==> config.mk <==
export PLATFORM = sky130hd
export DESIGN_NAME = iir_deemph
export DESIGN_NICKNAME = d
export VERILOG_FILES = /design/src/rtl/iir_deemph_pkg.sv /design/src/rtl/iir_term_mult.sv /design/src/rtl/iir_deemph.sv
export SDC_FILE = /design/constraint.sdc
export NUM_CORES = 1
export LEC_CHECK = 0
export BUFFER_PORTS_ARGS = -buffer_cell sky130_fd_sc_hd__buf_2
export CORE_UTILIZATION = 30
export CTS_BUF_LIST = sky130_fd_sc_hd__clkbuf_16
export CTS_CLUSTER_SIZE = 28
export DETAILED_ROUTE_END_ITERATION = 8
export SYNTH_ARGS = -nofsm -noshare
export SYNTH_HDL_FRONTEND = slang
export SYNTH_HIERARCHICAL = 1
export SYNTH_SLANG_ARGS = --single-unit
export TNS_END_PERCENT = 100
==> constraint.sdc <==
create_clock -name clock -period 18.51 [get_ports clock]
set_clock_uncertainty 0.15 [all_clocks]
set_input_delay 2.7765 -clock clock [delete_from_list [all_inputs] [get_ports clock]]
set_output_delay 2.7765 -clock clock [all_outputs]
set_load 0.02 [all_outputs]
==> src/rtl/iir_deemph_pkg.sv <==
// Shared defaults, FSM state type and clamp helper for the
// de-emphasis IIR filter (saturation helper under IIR_SAT_EN).
package iir_deemph_pkg;

    localparam int QUANT_BITS_DEF = 10;

    localparam logic signed [31:0] B0_DEF = 32'sd178;
    localparam logic signed [31:0] B1_DEF = 32'sd178;
    localparam logic signed [31:0] A1_DEF = 32'sd666;

    typedef enum logic [1:0] {
        S_IDLE,
        S_MAC,
        S_WRITE
    } state_t;

`ifdef IIR_SAT_EN
    // Clamp a 34-bit sum into the signed 32-bit range.
    function automatic logic signed [31:0] sat32(
        input logic signed [33:0] v
    );
        if (v > 34'sh0_7FFF_FFFF)
            return 32'sh7FFF_FFFF;
        else if (v < -34'sh0_8000_0000)
            return 32'sh8000_0000;
        else
            return v[31:0];
    endfunction
`endif

endpackage

==> src/rtl/iir_term_mult.sv <==
// One filter term: 32x32 signed product, floor-shifted right by
// QUANT_BITS, truncated. Ports: a, b (signed in), p (signed out).
module iir_term_mult
    import iir_deemph_pkg::*;
#(
    parameter int QUANT_BITS = QUANT_BITS_DEF
) (
    input  logic signed [31:0] a,
    input  logic signed [31:0] b,
    output logic signed [31:0] p
);

    logic signed [63:0] full;

    assign full = 64'(a) * 64'(b);
    assign p    = 32'(full >>> QUANT_BITS);

endmodule

==> src/rtl/iir_deemph.sv <==
// First-order IIR de-emphasis between two FIFOs, one shared
// multiplier, one term per cycle. Ports: clock, reset (sync, high),
// in_rd_en/in_empty/in_dout (upstream), out_wr_en/out_full/out_din
// (downstream). Macro IIR_SAT_EN selects a clamped 3-term sum.
module iir_deemph
    import iir_deemph_pkg::*;
#(
    parameter int                 QUANT_BITS = QUANT_BITS_DEF,
    parameter logic signed [31:0] B0         = B0_DEF,
    parameter logic signed [31:0] B1         = B1_DEF,
    parameter logic signed [31:0] A1         = A1_DEF
) (
    input  logic               clock,
    input  logic               reset,
    output logic               in_rd_en,
    input  logic               in_empty,
    input  logic signed [31:0] in_dout,
    output logic               out_wr_en,
    input  logic               out_full,
    output logic signed [31:0] out_din
);

`ifdef IIR_SAT_EN
    localparam int ACC_W = 34;
`else
    localparam int ACC_W = 32;
`endif

    state_t                   state;
    logic [1:0]               idx;
    logic signed [31:0]       x_cur;
    logic signed [31:0]       x_prev;
    logic signed [31:0]       y_prev;
    logic signed [ACC_W-1:0]  acc;
    logic                     rst_q;

    logic signed [31:0]       coef;
    logic signed [31:0]       opnd;
    logic signed [31:0]       term;
    logic signed [ACC_W-1:0]  sum;
    logic signed [ACC_W-1:0]  fin;
    logic                     rd_ok;
    logic                     wr_ok;

    always_comb begin
        coef = A1;
        opnd = y_prev;
        case (idx)
            2'd0: begin
                coef = B0;
                opnd = x_cur;
            end
            2'd1: begin
                coef = B1;
                opnd = x_prev;
            end
            default: begin
                coef = A1;
                opnd = y_prev;
            end
        endcase
    end

    iir_term_mult #(
        .QUANT_BITS(QUANT_BITS)
    ) u_mult (
        .a(coef),
        .b(opnd),
        .p(term)
    );

    assign sum = acc + ACC_W'(term);

`ifdef IIR_SAT_EN
    assign fin = ACC_W'(sat32(sum));
`else
    assign fin = sum;
`endif

    // rst_q keeps the pop low on the first cycle after reset.
    assign rd_ok = (state == S_IDLE) && !in_empty
                && !reset && !rst_q;
    assign wr_ok = (state == S_WRITE) && !out_full
                && !reset;

    assign in_rd_en  = rd_ok;
    assign out_wr_en = wr_ok;
    assign out_din   = wr_ok ? acc[31:0] : 32'sd0;

    always_ff @(posedge clock) begin
        if (reset) begin
            state  <= S_IDLE;
            idx    <= 2'd0;
            x_cur  <= '0;
            x_prev <= '0;
            y_prev <= '0;
            acc    <= '0;
            rst_q  <= 1'b1;
        end else begin
            rst_q <= 1'b0;
            unique case (state)
                S_IDLE: begin
                    if (rd_ok) begin
                        x_cur <= in_dout;
                        acc   <= '0;
                        idx   <= 2'd0;
                        state <= S_MAC;
                    end
                end
                S_MAC: begin
                    if (idx == 2'd2) begin
                        acc   <= fin;
                        state <= S_WRITE;
                    end else begin
                        acc <= sum;
                        idx <= idx + 2'd1;
                    end
                end
                S_WRITE: begin
                    if (wr_ok) begin
                        x_prev <= x_cur;
                        y_prev <= acc[31:0];
                        state  <= S_IDLE;
                    end
                end
                default: state <= S_IDLE;
            endcase
        end
    end

endmodule

# Yosys cells after proc, flatten, opt, wreduce, memory -nomap -nowiden
# Cells that the tools add are included.
# totals
register_bits,133
latch_bits,0
mem_bits_rw,0
mem_bits_ro,0
inputBits,36
output_inout_bits,34
mem_count,0
# op_classes
n_addsub,2
mul,1
div,0
magnitude_cmp,0
eq_ne,8
shift,0
mux,13
bitwise,0
n_reduce_logical,18
# op_table
cell,count
$pmux W32 S2,2
$mux W32,2
$mul A11 B32 Y42,1
$add A32 B32 Y32,1
$mux W10,1
$mux W2,5
$ne A2 B2 Y1 const B,4
$pmux W2 S3,1
$reduce_and A2 Y1,3
$reduce_and A3 Y1,2
$logic_and A1 B1 Y1,5
$eq A2 B1 Y1 const B,2
$eq A2 B2 Y1 const B,2
$logic_not A1 Y1,4
$logic_not A2 Y1,2
$pmux W2 S2,1
$add A2 B1 Y2 const B,1
$reduce_bool A2 Y1,1
$reduce_or A2 Y1,1
$mux W1,1

# Depth between registers and ports, before layout
# logic_depth
depth_word,6
ltp_mapped,45
ltp_nobuf,39

# By module
# Netlist, hierarchy kept.
# by_module_without_submodules
mod,instances,cells_each,area_per_inst_um2,seq_area_each_um2
iir_term_mult,1,2724,24999.0,0.0
iir_deemph,1,943,6989.2,2662.6

# Worst setup path after synthesis
# OpenSTA, ideal clock, no wires.
# synth_path
path_kind,register to register
startpoint,register idx[0]
endpoint,register acc[30]
setup_ns,0.117
arrival_time_ns,9.469
required_time_ns,18.243
setup_slack_ns,8.773
stages_incl_launch_ff,46
path_buffers,6
cell_sequence,dfxtp_1 -> inv_1 -> ha_1 -> clkbuf_1 -> nor2_1 -> clkbuf_1 -> nand2_1 -> nand2_1 -> clkbuf_1 -> clkbuf_1 -> and2_1 -> fa_1 -> inv_1 -> fa_1 -> inv_1 -> fa_1 -> inv_1 -> fa_1 -> (+10 left out) -> o211ai_2 -> a221oi_4 -> o21ai_2 -> a21oi_4 -> o21ai_2 -> a21oi_1 -> xnor2_1 -> ha_1 -> clkbuf_1 -> a21o_1 -> a21o_1 -> nand2_1 -> nand2b_1 -> a21oi_1 -> o21ai_0 -> and2_1 -> or4_1 -> a32o_1
# synth_via
elab_chain_len,6
word_cells_on_any_way,8
cone_classes,add/sub (1); mul (1); eq/ne (1); mux (3); reduce/logical (2)
# synth_lines
element,line_no,source
"start, declared",iir_deemph.sv:30,logic [1:0] idx;
"start signal, assigned",iir_deemph.sv:116,idx <= idx + 2'd1;
$eq A2 B1 Y1 or $logic_not A2 Y1 (tied branches),iir_deemph.sv:48,case (idx)
$reduce_or A2 Y1 (no line) (*),n/a,
$mux W10 (*),iir_deemph.sv:48,
via coef[3],iir_deemph.sv:37,logic signed [31:0] coef;
$mul A11 B32 Y42 (*),iir_term_mult.sv:15,assign full = 64'(a) * 64'(b);
via term[23],iir_deemph.sv:39,logic signed [31:0] term;
$add A32 B32 Y32 (*),iir_deemph.sv:72,assign sum = acc + ACC_W'(term);
$pmux W32 S2 (*),iir_deemph.sv:101,unique case (state)
"end signal, assigned",iir_deemph.sv:112,acc <= fin;
"end signal, assigned",iir_deemph.sv:115,acc <= sum;
"end, declared",iir_deemph.sv:34,logic signed [ACC_W-1:0] acc;
# Mark *: on every way through the listed nets, which the timed path passes. The rest lies on a longest branch.
# A chain may end at the register's enable or synchronous reset.

# Worst setup path after layout
# layout_path
startpoint,register idx[0]
endpoint,register acc[26]
# layout_via
word_cells_on_any_way,8
cone_classes,add/sub (1); mul (1); eq/ne (1); mux (3); reduce/logical (2)
# layout_lines
element,line_no,source
$eq A2 B1 Y1 or $logic_not A2 Y1 (tied branches),iir_deemph.sv:48,
$pmux W32 S2 (*),iir_deemph.sv:48,
via opnd[3],iir_deemph.sv:38,logic signed [31:0] opnd;
$mul A11 B32 Y42 (*),iir_term_mult.sv:15,
via term[11],iir_deemph.sv:39,
$add A32 B32 Y32 (*),iir_deemph.sv:72,
$pmux W32 S2 (*),iir_deemph.sv:101,
# Marked as above.

==> metrics.txt <==
status=complete, no violations; CTS buffer count=17; DIE AREA=roughly 110,000 um^2; Synth cell types=73; CTS Buffer Depth=2; Top delay family on crit path=adder cells; Max Freq=between 80 and 90 MHz; CP Launch Type=flip-flop; CP startpoint=idx[0]; Post-synth ARST share=0%; Routed Antenna Nets=0; Syn. warnings=6; crit path time final=11.44 ns; CP Capture Type=flip-flop; largest net degree at the start of global routing=between 100 and 150; Multi-input gate area=roughly 26,000 um^2; Slowest-stage cell, CP=buf_4; P_leak=about 0.017 uW; CP Class=reg -> reg; RSZ-0062 raised after global routing=no; post-CTS setup buffer count=0; Fillers=10,912; pwr/cell area=around 120 nW/um^2; CP Max Fanout=54; CTS resizes=0; most common cell after layout, fill and taps aside=inv_1; Arrival @ worst endpoint=~12 ns; crit-path max cell delay=around 0.65 ns; port bufs=69; Mapped Area=approximately 32,000 um^2; TritonCTS clock tree=done; worst-skew pair later-pin latency=0.43 ns; Pre-antenna DRT Iters=5; hold_buf cts=0; most frequent cells in the layout=inv_1 (764), fa_1 (695), nand2_1 (599); clock slew at reported path FFs=roughly 0.070 ns; All-Layer GR Usage=about 18%; Slew Limit Fails=0; TNS Setup=0 ns; Critical Path RT=18.68 ns; HPWL after DPL=roughly 74 mm; Util after Layout=32.9%; final setup vio count=0; # DRC=0; EDFF count, synth=0; relative slew slack=roughly 17%; std cell rows=119; Total Routed Length=91.4 mm; first-pass GRT wire length=around 150 mm; worst slew pin tran=approximately 1.2 ns; Main synth FF type=dfxtp_1; area grow syn2layout=8.58%; antenna violations before repair=2; Final nets=around 4,700; Core ar.=about 110,000 um^2; GPL Wtd Cong=0.879; max cap viols=0; io pins=70; Cells after Synth=around 3,700; # clock sinks=between 100 and 150; Peak VDD IR=around 0.00016 V; via count=between 20,000 and 25,000; Min-Delay Path Class=reg -> reg; Die Width=about 330 um; starting density of the core=a little under a third; via-per-instance ratio=~4.6; Fin. Hold Viols=0; fin crit share=just over 60%; DR WL/cell=around 18 um; Avg Inst Size Synth=about 8.7 um^2; FF-to-FF Start=idx[0]; clk root buf=clkbuf_16; Hold Path Origin=x_cur[30]; CTS H-tree lvls=4; 1st-iter DRT viols=1,526; Buf/Inv on CP=9; FF/Latch Area=approximately 2700 um^2; ANT cells=0; Yosys reg bits=approximately 130; proportion of layout cells with a drive suffix above 1=~4.7%; vias in the first global route=between 20,000 and 30,000; GRT overflow=0; DIE HEIGHT=~330 um; Seq/Total Area, Yosys=under 10%
stage by stage:
stage          cell area [um^2]  setup slack, ns  total power (uW)  hold WS (ns)  cells
2_1_floorplan             32500             8.77              2880         0.281   3803
3_3_place_gp              34100             7.23              3710         0.292   5100
3_5_place_dp              34100             7.26              3720         0.297   5100
4_1_cts                   34700             7.21              4120         0.303   5132
5_1_grt                   34700             6.53              4540         0.321   5132
6_report                  34700             7.07              4180         0.303   5132
flip-flops by register name, indices dropped and copies added, names as in the netlist:
signal	count
idx	2
x_cur	32
x_prev	32
y_prev	32
state	2
rst_q	1
acc	32
worst reg2reg max path: cells and delay by family, from the launching register on:
kind | cells | cell delay (ns)
buffers and inverters | 9 | 1.70
adders and majority gates | 11 | 4.35
and+or+nand+nor | 10 | 2.31
AOI/OAI and AO/OA | 9 | 2.19
xor gates and xnor gates | 1 | 0.26
DFF | 1 | 0.37
final cells by class:
class / instances / share of cell area (%)
Inverter: 766 / 8.28
Clock inverter: 15 / 0.548
Multi-Input combinational cell: 2703 / 75.5
Tap cell: 1391 / 5.01
Sequential cell: 133 / 7.67
Timing Repair Buffer: 107 / 1.82
Clock buffer: 17 / 1.22
synthesized netlist by cell type, drive strengths merged, types with 7 or more instances:
library cell,instances,area [um^2]
nand3,29,145
a22oi,32,240
nand4,10,62.6
inv,766,2880
nor2b,11,76.3
nand3b,66,495
nor3,22,115
o21a,7,52.6
o21ai,38,201
a21o,23,173
and2,501,3130
clkbuf,194,728
xnor2,80,701
ha,191,2390
nor2,37,141
or3,7,43.8
nand2,601,2260
nand2b,9,56.3
xor2,25,219
fa,695,13900
a21oi,108,601
dfxtp,133,2660
o31ai,8,73.8
buf,7,38.8
kinds of logic (layout without fill, tap and decap cells):
logic type	count (synthesis)	in the layout	share of synthesized area [%]
compound gates	265	265	5.66
xor+xnor	105	105	2.87
fa+ha+maj	886	886	51.0
buf+inv	967	905	11.4
flops	133	133	8.32
other cells	2	138	0.0235
simple gates	1309	1309	20.8
per-layer routing:
| layer | track usage, % | part of all wire (%) | vias up |
|---|---|---|---|
| li1 | - | - | 10794 |
| met1 | 25.1 | 46 | 12213 |
| met2 | 28.8 | 47 | 689 |
| met3 | 1.65 | 4.9 | 105 |
| met4 | 4.12 | 2.3 | 0 |
| met5 | 0 | 0 | - |
report_power, final:
part | internal [uW] | leakage [uW] | total (uW) | switching, uW
clock | 216 | 0.000295 | 362 | 147
sequential | 310 | 0.00108 | 334 | 23.8
combinational | 1380 | 0.0159 | 3480 | 2100
final timing paths:
kind / end / slack (ns) / cells past startpoint
worst min-delay path: x_prev[30] / 0.30 / 2
worst max-delay path: acc[26] / 7.07 / 40
worst min register to register: x_prev[30] / 0.30 / 2
worst max register to register: acc[26] / 7.07 / 40
No activity file was read; power rests on OpenSTA's default activity.
